--- src/rtl/bcd_countdown_2digit.sv ---
// Two-digit BCD down counter (99..00) with prescaled count steps.
// A prescaler produces a one-cycle tick every TICK_DIV clocks while running;
// each tick decrements the BCD value, and reaching 00 raises Done for a cycle.
//
// state   | meaning
// --------+-----------------------------------------------------------
// IDLE    | holding a loaded/finished value, waiting for Start
// RUN     | prescaler counting, digits decrement on every tick
// PAUSED  | prescaler and digits frozen while Pause is high
// FINISH  | count reached 00; Done is high for this single cycle
module bcd_countdown_2digit #(
    parameter int TICK_DIV = 25000000,
    parameter int PS_W     = 25
) (
    input  logic       Clk,
    input  logic       RST,
    input  logic       Load,
    input  logic       Start,
    input  logic       Pause,
    input  logic [3:0] Preset_Tens,
    input  logic [3:0] Preset_Ones,
    output logic [3:0] Tens,
    output logic [3:0] Ones,
    output logic       Tick_O,
    output logic       Running,
    output logic       Done,
    output logic       Zero
);

    localparam logic [PS_W-1:0] PS_LAST = PS_W'(TICK_DIV - 1);

    typedef enum logic [1:0] {
        S_IDLE   = 2'd0,
        S_RUN    = 2'd1,
        S_PAUSED = 2'd2,
        S_FINISH = 2'd3
    } state_t;

    state_t          r_state;
    state_t          w_state_nxt;
    logic [3:0]      r_tens;
    logic [3:0]      r_ones;
    logic [3:0]      w_tens_nxt;
    logic [3:0]      w_ones_nxt;
    logic [PS_W-1:0] r_ps;
    logic [PS_W-1:0] w_ps_nxt;
    logic            r_running;

    logic            w_tick;
    logic            w_zero;
    logic            w_last_step;
    logic [3:0]      w_preset_tens;
    logic [3:0]      w_preset_ones;

    // Presets above 9 are not valid BCD, so they saturate to 9.
    assign w_preset_tens = (Preset_Tens > 4'd9) ? 4'd9 : Preset_Tens;
    assign w_preset_ones = (Preset_Ones > 4'd9) ? 4'd9 : Preset_Ones;

    assign w_tick      = (r_state == S_RUN) && (r_ps == PS_LAST);
    assign w_zero      = (r_tens == 4'd0) && (r_ones == 4'd0);
    // The step from 01 is the one that lands on 00.
    assign w_last_step = (r_tens == 4'd0) && (r_ones == 4'd1);

    // Next-state, next-digit and next-prescaler decode; Load overrides everything.
    always_comb begin
        w_state_nxt = r_state;
        w_tens_nxt  = r_tens;
        w_ones_nxt  = r_ones;
        w_ps_nxt    = r_ps;

        if (Load) begin
            w_state_nxt = S_IDLE;
            w_tens_nxt  = w_preset_tens;
            w_ones_nxt  = w_preset_ones;
            w_ps_nxt    = '0;
        end else begin
            case (r_state)
                S_IDLE: begin
                    // Pause outranks Start, so a held Pause keeps us idle.
                    if (Start && !Pause) begin
                        w_ps_nxt    = '0;
                        w_state_nxt = w_zero ? S_FINISH : S_RUN;
                    end
                end
                S_RUN: begin
                    if (w_tick) begin
                        w_ps_nxt = '0;
                        if (r_ones == 4'd0) begin
                            w_ones_nxt = 4'd9;
                            w_tens_nxt = r_tens - 4'd1;
                        end else begin
                            w_ones_nxt = r_ones - 4'd1;
                        end
                        // Reaching 00 ends the count even if Pause is also high.
                        if (w_last_step) begin
                            w_state_nxt = S_FINISH;
                        end else if (Pause) begin
                            w_state_nxt = S_PAUSED;
                        end
                    end else begin
                        w_ps_nxt = r_ps + 1'b1;
                        if (Pause) begin
                            w_state_nxt = S_PAUSED;
                        end
                    end
                end
                S_PAUSED: begin
                    if (!Pause) begin
                        w_state_nxt = S_RUN;
                    end
                end
                S_FINISH: begin
                    w_state_nxt = S_IDLE;
                end
                default: begin
                    w_state_nxt = S_IDLE;
                end
            endcase
        end
    end

    // State, digits, prescaler and the registered Running flag.
    always_ff @(posedge Clk or negedge RST) begin
        if (!RST) begin
            r_state   <= S_IDLE;
            r_tens    <= 4'd0;
            r_ones    <= 4'd0;
            r_ps      <= '0;
            r_running <= 1'b0;
        end else begin
            r_state   <= w_state_nxt;
            r_tens    <= w_tens_nxt;
            r_ones    <= w_ones_nxt;
            r_ps      <= w_ps_nxt;
            r_running <= (w_state_nxt == S_RUN);
        end
    end

    // Outputs are decoded from registers only, so they move on clock edges.
    assign Tens    = r_tens;
    assign Ones    = r_ones;
    assign Tick_O  = w_tick;
    assign Running = r_running;
    assign Done    = (r_state == S_FINISH);
    assign Zero    = w_zero;

endmodule

--- config.mk ---
export PLATFORM = sky130hd
export DESIGN_NAME = bcd_countdown_2digit
export DESIGN_NICKNAME = d
export VERILOG_FILES = /design/src/rtl/bcd_countdown_2digit.sv
export SDC_FILE = /design/constraint.sdc
export NUM_CORES = 1
export LEC_CHECK = 0
export CORE_MARGIN = 2
export CORE_UTILIZATION = 46
export DETAILED_ROUTE_END_ITERATION = 6
export PLACE_DENSITY = 0.71
export SYNTH_ARGS = -nofsm -noshare
export SYNTH_HDL_FRONTEND = slang
export SYNTH_SLANG_ARGS = --single-unit
--- constraint.sdc ---
create_clock -name Clk -period 3.1 [get_ports Clk]
set_input_delay 0.465 -clock Clk [delete_from_list [all_inputs] [get_ports Clk]]
set_output_delay 0.465 -clock Clk [all_outputs]
set_load 0.05 [all_outputs]
Word level (Yosys, flattened, before mapping) --
Index checks and enable logic that the tools add are counted.
Storage, ports and cells: word-level logic and storage cells 54, output and inout port bits 12, input bits 13, flip-flop bits (word level) 36
Operators by class: $add $sub $neg 3, order comparisons 2, multiplexer cells 22, equal/unequal tests 7, reduce and logical (&&, ||, !) cells 15
Operator list (count):
- 25-bit two-way mux | 3
- 25-bit case mux with 2 select lines | 1
- 4-bit two-way mux | 10
- 25-bit by 1-bit adder with 25-bit output, second input constant | 1
- 25-bit equality test, second input constant | 1
- 2-bit two-way mux | 7
- 4-bit > comparator, second input constant | 2
- 4-bit logical NOT | 2
- 2-bit case mux with 4 select lines | 1
- 4-bit by 1-bit subtractor with 4-bit output, second input constant | 2
- 2-bit nonzero test | 3
- 2-bit by 1-bit equality test with 1-bit output, second input constant | 2
- 2-bit equality test, second input constant | 2
- 4-bit by 1-bit equality test with 1-bit output, second input constant | 1
- 1-bit logical AND | 4
- 2-bit AND reduction | 2
- 3-bit inequality test, second input constant | 1
- 3-bit AND reduction | 1
- 3-bit nonzero test | 1
- 2-bit logical NOT | 1
- 1-bit logical NOT | 1

Logic depth before layout (Yosys ltp) --
Gate-level depths: netlist of run 1.
depth in word-level cells 7, mapped depth 8, depth with buffers taken out 6

Worst setup path after synthesis of run 1 --
No wires, ideal clock.
kind register -> register, start register r_ps[8], end register r_running (netlist: Running), setup slack 0.453 ns, period minus slack after synthesis 2.647 ns, arrival 2.528 ns, cell stages (with the launch flop) 8, library setup time 0.120 ns, cell sequence dfrtp_1 -> buf_6 -> or4b_4 -> or4_4 -> buf_6 -> nor2_2 -> a31oi_1 -> nor3b_1
On the way: word-level cells in the longest chain between the ends 6
Ends and longest elaborated chain:
- start, declared | RTL line 45 | logic [PS_W-1:0] r_ps;
- start signal, assigned | RTL line 134 | r_ps <= w_ps_nxt;
- 25-bit equality test | RTL line 59 | assign w_tick = (r_state == S_RUN) && (r_ps == PS_LAST);
- 1-bit logical AND | RTL line 59
- net Tick_O | RTL line 24 | output logic Tick_O,
- 2-bit two-way mux | RTL line 86 | if (w_tick) begin
- 2-bit case mux with 4 select lines | RTL line 77 | case (r_state)
- 2-bit two-way mux | RTL line 71 | if (Load) begin
- 2-bit by 1-bit equality test with 1-bit output | RTL line 135 | r_running <= (w_state_nxt == S_RUN);
- end signal, assigned | RTL line 135
- end, declared | RTL line 47 | logic r_running;
The timed path passes the listed nets, and every way through them passes these cells. A chain may end at the register's enable or synchronous reset.

Worst setup path after layout of run 1 --
start register r_ps[8], end output Tick_O
On the way: word-level cells in the longest chain between the ends 2
Ends and longest elaborated chain (RTL line):
- 25-bit equality test | 59
- 1-bit logical AND | 59
- end, declared | 24
Every way passes these cells.

==> run metrics, run 1 <==
status=completed; hold buffer count at cts=0; DRC viols=0; R2R setup slack=0.49 ns; Synth cell types=56; Post-synth EDFFs=0; post-route cell area=2550 µm²; FMAX=345 MHz; maximum vdd drop=0.228 mV; #FFs+latches synth=36; number of port buffers=24; clock tree buffer depth=2; RSZ-0062 raised after global routing=false; synthesized netlist cell count=246; R2R depth=5; GP Congestion=0.809; Resize count post-CTS=0; largest net degree at the start of global routing=37; worst-case clock skew=0.00754 ns; final hold viol count=0; Worst Tran Pin Value=0.901 ns; Placement Cell Area=2470 µm²; reg-to-reg endpoint=r_ps[15]$_DFFE_PN0P_; max-slew violations=0; H-tree depth=2; path type of the worst min-delay path=register to register; Post-synth top flop=dfrtp_1; Total Routing Usage GR=0.211; CP Data Required Time=2.63 ns; Ant. Diodes=0; drt total wl=5050 µm; Setup TNS=0 ns; hold wc startpoint=r_ps[5]$_DFFE_PN0P_; Skew-Pair Late Insertion Delay=0.30 ns; Post-Syn Area per Cell=8.94 µm²; post-synthesis cell area=2200 µm²; slew margin rel.=0.397; asr flop ratio synth=1.00; die width=73.2 µm; Core Region=4660 µm²; P per Cell Area=383 nW/µm²; hold depth=1; synth warn=0; Via-to-Cell Ratio=6.03; top-count cell post-synth=dfrtp_1; Worst-path clk slew=0.07 ns; Crit Path Class=register to output port; # Post-CTS Setup Buffers=0; first-pass GRT wire length=8630 µm; Critical R2R Launch=r_ps[8]$_DFFE_PN0P_; register area share after synthesis=0.410; Reg area=901 µm²; Core Rows=25; Initial Util=0.472; initial antenna violation count=0; Detailed Route Iter0 Violations=147; total of max-cap violations=0; Worst EP arrival=2.44 ns; fin nets=281; top cells by area, synth=dfrtp_1 (41%), nand2_1 (3.8%), a21oi_1 (3.2%); total gr overflow=0; Area Growth Syn to Fin=16.0%; routed vias=1928; Critical Path Source Type=register; WL per Instance=15.8 µm; Hold EP=r_ps[5]$_DFFE_PN0P_; layout cells sized above 1=0.0902; total iterations of the first detailed-routing run=4; Worst setup EP type=output port; leakage power=1.04 nW; top cell type's share of synthesized area=0.410; # fillers=434; final setup fails=0; post-layout min period=2.90 ns; die area=5350 µm²; detailed placement HPWL=3500 µm; total CTS buffers=5; Synth area leader=dfrtp_1; vias in the first global route=1792; Multi-input gate area=1200 µm²; clk sinks=36; Syn Nets=261; CTS root buffer=clkbuf_8; Hold WS=0.501 ns; ratio of final minimum period to clock period=0.936; die height=73.2 µm; crit path max fanout=9; most frequent cells after synthesis=dfrtp_1 (36), nand2_1 (22), nor2_1 (15); CTS tree=yes; Routed Antenna Nets=0; total I/O pin count=25
-- final cells by class --
cell class                 count  share of cell area
clock buffer                   6              0.0284
clock inverter                 1             0.00196
inverter                       5             0.00736
multi-input combinational    189               0.470
sequential                    36               0.353
tap                           54              0.0265
timing repair buffer          29               0.113
-- worst max-delay path, stage by stage, from the launching register on --
cell and delay, ns:
dfrtp_1 0.47, or4b_4 0.55, or4_4 0.61, nor2_2 0.32
buf_12 0.18
-- report_power, final --
| part | internal (mW) | total [mW] | switching, mW |
|---|---|---|---|
| combinational | 0.0592 | 0.157 | 0.0981 |
| clock | 0.153 | 0.321 | 0.168 |
| sequential | 0.481 | 0.498 | 0.0169 |
| total | 0.693 | 0.977 | 0.283 |
-- worst max path at each step --
stage                                   start                   end  depth (start not counted)
after floorplan           r_ps[8]$_DFFE_PN0P_     Running$_DFF_PN0_                          7
after global placement    r_ps[8]$_DFFE_PN0P_                Tick_O                          4
after detailed placement  r_ps[8]$_DFFE_PN0P_  r_ps[15]$_DFFE_PN0P_                          5
after CTS                 r_ps[8]$_DFFE_PN0P_                Tick_O                          4
after global routing      r_ps[0]$_DFFE_PN0P_                Tick_O                          5
final                     r_ps[8]$_DFFE_PN0P_                Tick_O                          4
-- flip-flops by register name, summed over array words and instances, names as in the netlist --
name     count
r_ps        25
Tens         4
Running      1
r_state      2
Ones         4
-- cell usage in the layout, fill, tap and decap left out, types with 3 or more instances in the layout --
master,instances
a21o_1,3
a21oi_1,14
a31oi_1,11
a41oi_1,4
and3_1,4
buf_4,5
clkbuf_8,5
clkdlybuf4s50_1,23
dfrtp_1,36
inv_1,5
nand2_1,22
nand2b_1,4
nand3_1,13
nand4_1,7
nor2_1,15
nor3_1,9
nor4_1,5
o211ai_1,4
o21ai_0,13
o22ai_1,4
or3_1,8
or4_1,4
xnor2_1,4
xor2_1,4
-- through the flow --
step	total power, mW	instances	utilization	setup slack [ns]
floorplan	0.600	246	-	0.453
global placement	0.665	313	0.531	0.577
detailed placement	0.665	313	0.531	0.534
CTS	0.989	320	0.547	0.204
global route	1.02	320	0.547	0.111
finish	0.977	320	0.547	0.199
-- layer usage --
layer  wire (µm)  up-vias  GRT usage
met1        2420      909      0.293
met2        2380       42      0.313
met4          63        0     0.0802
li1            -      971          -
met3         182        6     0.0552
met5           0        -          0
-- cell families (layout without fill, tap and decap cells) --
family | after synthesis | after routing | share of synthesized area
buffers and inverters | 21 | 41 | 0.0455
muxes | 3 | 3 | 0.0142
adders and majority gates | 2 | 2 | 0.0114
and+or+nand+nor | 106 | 106 | 0.279
DFF | 36 | 36 | 0.410
AOI/OAI and AO/OA | 70 | 70 | 0.208
xor gates and xnor gates | 8 | 8 | 0.0319
No activity file was read; power rests on OpenSTA's default activity.
==> inputs of run 2 (changes only) <==
--- a/config.mk
+++ b/config.mk
@@ -5,10 +5,11 @@
 export SDC_FILE = /design/constraint.sdc
 export NUM_CORES = 1
 export LEC_CHECK = 0
-export CORE_MARGIN = 2
-export CORE_UTILIZATION = 46
+export CORE_MARGIN = 1.5
+export CORE_UTILIZATION = 56
 export DETAILED_ROUTE_END_ITERATION = 6
-export PLACE_DENSITY = 0.71
+export HOLD_SLACK_MARGIN = 0.15
+export PLACE_DENSITY = 0.84
 export SYNTH_ARGS = -nofsm -noshare
 export SYNTH_HDL_FRONTEND = slang
 export SYNTH_SLANG_ARGS = --single-unit
==> run metrics, run 2 (synthesized netlist as in run 1, its figures left out) <==
first-pass GRT wire length=8450 µm; R2R depth=6; vias in the first global route=1784; clock tree buffer depth=2; number of port buffers=24; Worst EP arrival=2.41 ns; # Post-CTS Setup Buffers=0; Largest register FFs=25; worst stage delay on the critical path=0.75 ns; status=completed; most frequent cells in the layout=dfrtp_1 (36), clkdlybuf4s50_1 (23), nand2_1 (22), nor2_1 (15), a21oi_1 (14); Hold WS=0.514 ns; final hold viol count=0; Initial Util=0.592; clk sinks=36; worst-case clock skew=0.00355 ns; leakage power=1.05 nW; FMAX=348 MHz; slew margin rel.=0.362; WL per Instance=16.0 µm; Via-to-Cell Ratio=6.22; total CTS buffers=5; hold wc startpoint=r_ps[5]$_DFFE_PN0P_; Detailed Route Iter0 Violations=138; final setup fails=0; die area=4310 µm²; Biggest register=r_ps; GP Congestion=0.856; path type of the worst min-delay path=register to register; die height=65.7 µm; Critical Path Source Type=register; P per Cell Area=391 nW/µm²; maximum vdd drop=0.315 mV; CTS tree=yes; layout cells sized above 1=0.101; Area Growth Syn to Fin=16.7%; die width=65.7 µm; largest net degree at the start of global routing=37; Skew-Pair Late Insertion Delay=0.29 ns; crit path buf inv count=1; hold buffer count at cts=0; initial antenna violation count=0; Hold EP=r_ps[5]$_DFFE_PN0P_; Total Routing Usage GR=0.259; crit path max fanout=7; CP Data Required Time=2.63 ns; DRC viols=0; total I/O pin count=25; R2R setup slack=0.50 ns; Critical R2R Launch=r_ps[0]$_DFFE_PN0P_; RSZ-0062 raised after global routing=false; Worst-path clk slew=0.07 ns; slowest cell on the critical path=or4_1; Critical Path Stages=5; fin nets=282; routed vias=1967; Core Rows=22; most common cell after layout, fill and taps aside=dfrtp_1; Routed Antenna Nets=0; drt total wl=5070 µm; Largest delay share family, worst path=simple AND/OR/NAND/NOR gates; hold depth=1; total gr overflow=0; reg-to-reg endpoint=r_ps[13]$_DFFE_PN0P_; Crit Path Class=register to output port; Core Region=3720 µm²; Resize count post-CTS=0; H-tree depth=2; Setup TNS=0 ns; detailed placement HPWL=3680 µm; total iterations of the first detailed-routing run=4; max-slew violations=0; Worst Tran Pin Value=0.953 ns; ratio of final minimum period to clock period=0.927; total of max-cap violations=0; CTS root buffer=clkbuf_8; Worst setup EP type=output port; post-layout min period=2.87 ns; critical path, cell by cell=ha_1, nand2_1, or4_1, nor2_2, buf_12; Ant. Diodes=0
run 2: area by class of cell:
type                       count  area (µm²)
clock buffer                   6        82.6
fill                         308        1150
multi-input combinational    189        1200
tap                           48        60.1
clock inverter                 2        10.0
inverter                       5        18.8
timing repair buffer          30         295
sequential                    36         901
run 2: how the worst max path moves through the flow:
| stage | slack (ns) | end | from |
|---|---|---|---|
| 6_report | 0.23 | Tick_O | r_ps[0]$_DFFE_PN0P_ |
| 5_1_grt | 0.04 | Tick_O | r_ps[0]$_DFFE_PN0P_ |
| 4_1_cts | 0.22 | Tick_O | r_ps[0]$_DFFE_PN0P_ |
| 3_3_place_gp | 0.55 | Tick_O | r_ps[8]$_DFFE_PN0P_ |
| 3_5_place_dp | 0.56 | r_ps[13]$_DFFE_PN0P_ | r_ps[0]$_DFFE_PN0P_ |
| 2_1_floorplan | 0.45 | Running$_DFF_PN0_ | r_ps[8]$_DFFE_PN0P_ |
run 2: power by group:
part           switching [mW]  internal, mW
logic                   0.100        0.0608
clock network           0.167         0.177
registers              0.0172         0.481
total                   0.284         0.719
run 2: metrics by stage:
| step | util | setup WS [ns] | std cells | power [mW] | cell area (µm²) |
|---|---|---|---|---|---|
| floorplan | - | 0.453 | 246 | 0.600 | 2200 |
| global route | 0.691 | 0.0408 | 316 | 1.04 | 2570 |
| global placement | 0.666 | 0.555 | 308 | 0.665 | 2470 |
| detailed placement | 0.666 | 0.559 | 308 | 0.667 | 2470 |
| finish | 0.691 | 0.226 | 316 | 1.00 | 2570 |
| CTS | 0.691 | 0.224 | 316 | 1.01 | 2570 |
run 2: worst register-to-register path, stage by stage, from the launching register on:
cell and delay [ns]:
dfrtp_1 0.41, ha_1 0.28, nand2_1 0.16, or4_1 0.75, o21ai_2 0.52, o21ai_0 0.18, a21o_1 0.20
run 2: layer usage:
layer	up-vias	wire length [µm]	global-route usage
li1	973	-	-
met1	941	2420	0.361
met2	47	2320	0.404
met3	6	263	0.0599
met4	0	55	0.0729
met5	-	0	0
==> RTL change: new RTL, flow settings as in run 2 <==
Remove the register `r_running`: a continuous assignment takes its place, so the output `Running` follows one clock earlier.
--- a/src/rtl/bcd_countdown_2digit.sv
+++ b/src/rtl/bcd_countdown_2digit.sv
@@ -128,3 +128,2 @@
             r_ps      <= '0;
-            r_running <= 1'b0;
         end else begin
@@ -134,5 +133,6 @@
             r_ps      <= w_ps_nxt;
-            r_running <= (w_state_nxt == S_RUN);
         end
     end
+
+    assign r_running = (w_state_nxt == S_RUN);
 
Behaviour: not the same (Yosys sat finds a counterexample within 4 cycles, from zero or initial values and one cycle with RST low).
==> RTL change against run 2 <==
Final area grew 1.3%; sequential cell count shrank 1; synthesized area shrank 1.1%; worst setup slack lost 150 ps; via count grew 2.1%; wire length shrank 2.5%; global-route usage shrank 0.23 points; power grew 0.67%; utilization grew 1.4 points; largest cell class unchanged.
==> RTL change: results (changes against run 2) <==
* Met2 wire len at 2268 µm (-2.4%)
* Total GRT Usage at 25.67% (-0.23 points)
* Final clock-cell share at 3.852% (+0.24 points)
* Fraction of area in multi-input gates at 46.51% (-0.20 points)
* WL/cell at 15.48 µm (-3.5%)
* Met1 Wirelength at 2343 µm (-3.3%)
* Largest net degree at the start of global routing at 36 (-2.7%)
* Leakage at 1.070 nW (+1.4%)
* DRT iter0 DRCs at 155 (+12%)
* Ratio of cells with drive above 1 in the final layout at 11.81% (+1.7 points)
* Cell count after synthesis at 245 (-0.41%)
* Status: finished, final reports clean
* GPL Wtd Cong at 0.8444 (-1.3%)
* Setup Skew at 5.195 ps (+1.646 ps)
* First-pass GRT wire length at 8473 µm (+0.25%)
* DP Worst Slack at 324.7 ps (-234.1 ps)
* Post-synthesis sequential area ratio at 40.28% (-0.68 points)
* Post-DP Area at 0.002484 mm² (+0.40%)
* TritonCTS Sinks at 35 (-2.8%)
* Critical Path Max Stage Delay at 620 ps (-130 ps)
* Worst setup path start: r_ps[8]$_DFFE_PN0P_
* Final-layout clock buffer total at 8 (+2)
* HPWL Detailed at 3501 µm (-4.9%)
* Slew @ Worst Pin at 515.4 ps (-437.7 ps)
* Non-clk buf share at 12.90% (+1.4 points)
* Syn nets at 260 (-0.38%)
* Final net count at 285 (+1.1%)
* Remaining Overflow, GRT at 0 (unchanged)
* Register area at 875.8 µm² (-2.8%)
* Reg2Reg Launch Point: r_ps[8]$_DFFE_PN0P_
* Sw Share at 27.32% (-0.99 points)
* Max VDD drop at 371.4 µV (+18%)
* DR vias at 2,008 (+2.1%)
* Slowest stage cell, crit path: or4_4
[RTL change: power groups by stage]
stage	clock (mW)	combinational, mW	sequential, mW
after global routing	0.387	0.178	0.485
after CTS	0.365	0.165	0.484
after floorplan	0	0.0664	0.520
final	0.362	0.164	0.484
after detailed placement	0	0.164	0.493
after global placement	0	0.161	0.492
[RTL change: worst paths after layout]
kind                                         to  slack [ps]  depth (start not counted)
setup reg to reg           r_ps[13]$_DFFE_PN0P_         510                          5
hold / removal              r_ps[5]$_DFFE_PN0P_         530                          1
hold reg to reg             r_ps[5]$_DFFE_PN0P_         530                          1
min in group asynchronous   Tens[1]$_DFFE_PN0P_         580                          2
max in group asynchronous  r_ps[21]$_DFFE_PN0P_        2190                          2
setup / recovery                        Running          80                          6
[RTL change: per-stage QoR]
stage | power, mW | utilization [%] | instances | hold WS, ps | TNS, ps
2_1_floorplan | 0.5862 | - | 245 | 169.4 | 0
3_3_place_gp | 0.6534 | 67.33 | 309 | 492.9 | 0
3_5_place_dp | 0.6567 | 67.33 | 309 | 514.5 | 0
4_1_cts | 1.014 | 70.05 | 317 | 523.6 | 0
5_1_grt | 1.051 | 70.45 | 319 | 534.9 | -2.652
6_report | 1.010 | 70.45 | 319 | 525.6 | 0
[RTL change: routing by layer]
metal / GRT usage [%] / vias up
met5: 0 / -
met1: 36.65 / 958
met2: 39.80 / 59
met3: 4.795 / 7
li1: - / 984
met4: 7.813 / 0
[RTL change: cell families after synthesis]
kind of cell	count (synthesis)	share of synthesized area (%)
simple gates	106	28.25
compound gates	70	21.06
flops	35	40.28
buf+inv	21	4.603
xor+xnor	8	3.222
mux	3	1.438
fa+ha+maj	2	1.151
[RTL change: worst register-to-register path: stages (launching register included)]
cell,delay [ps]
dfrtp_1,470
or4b_4,550
or4_4,620
o21ai_2,480
o21ai_0,170
a21o_1,200
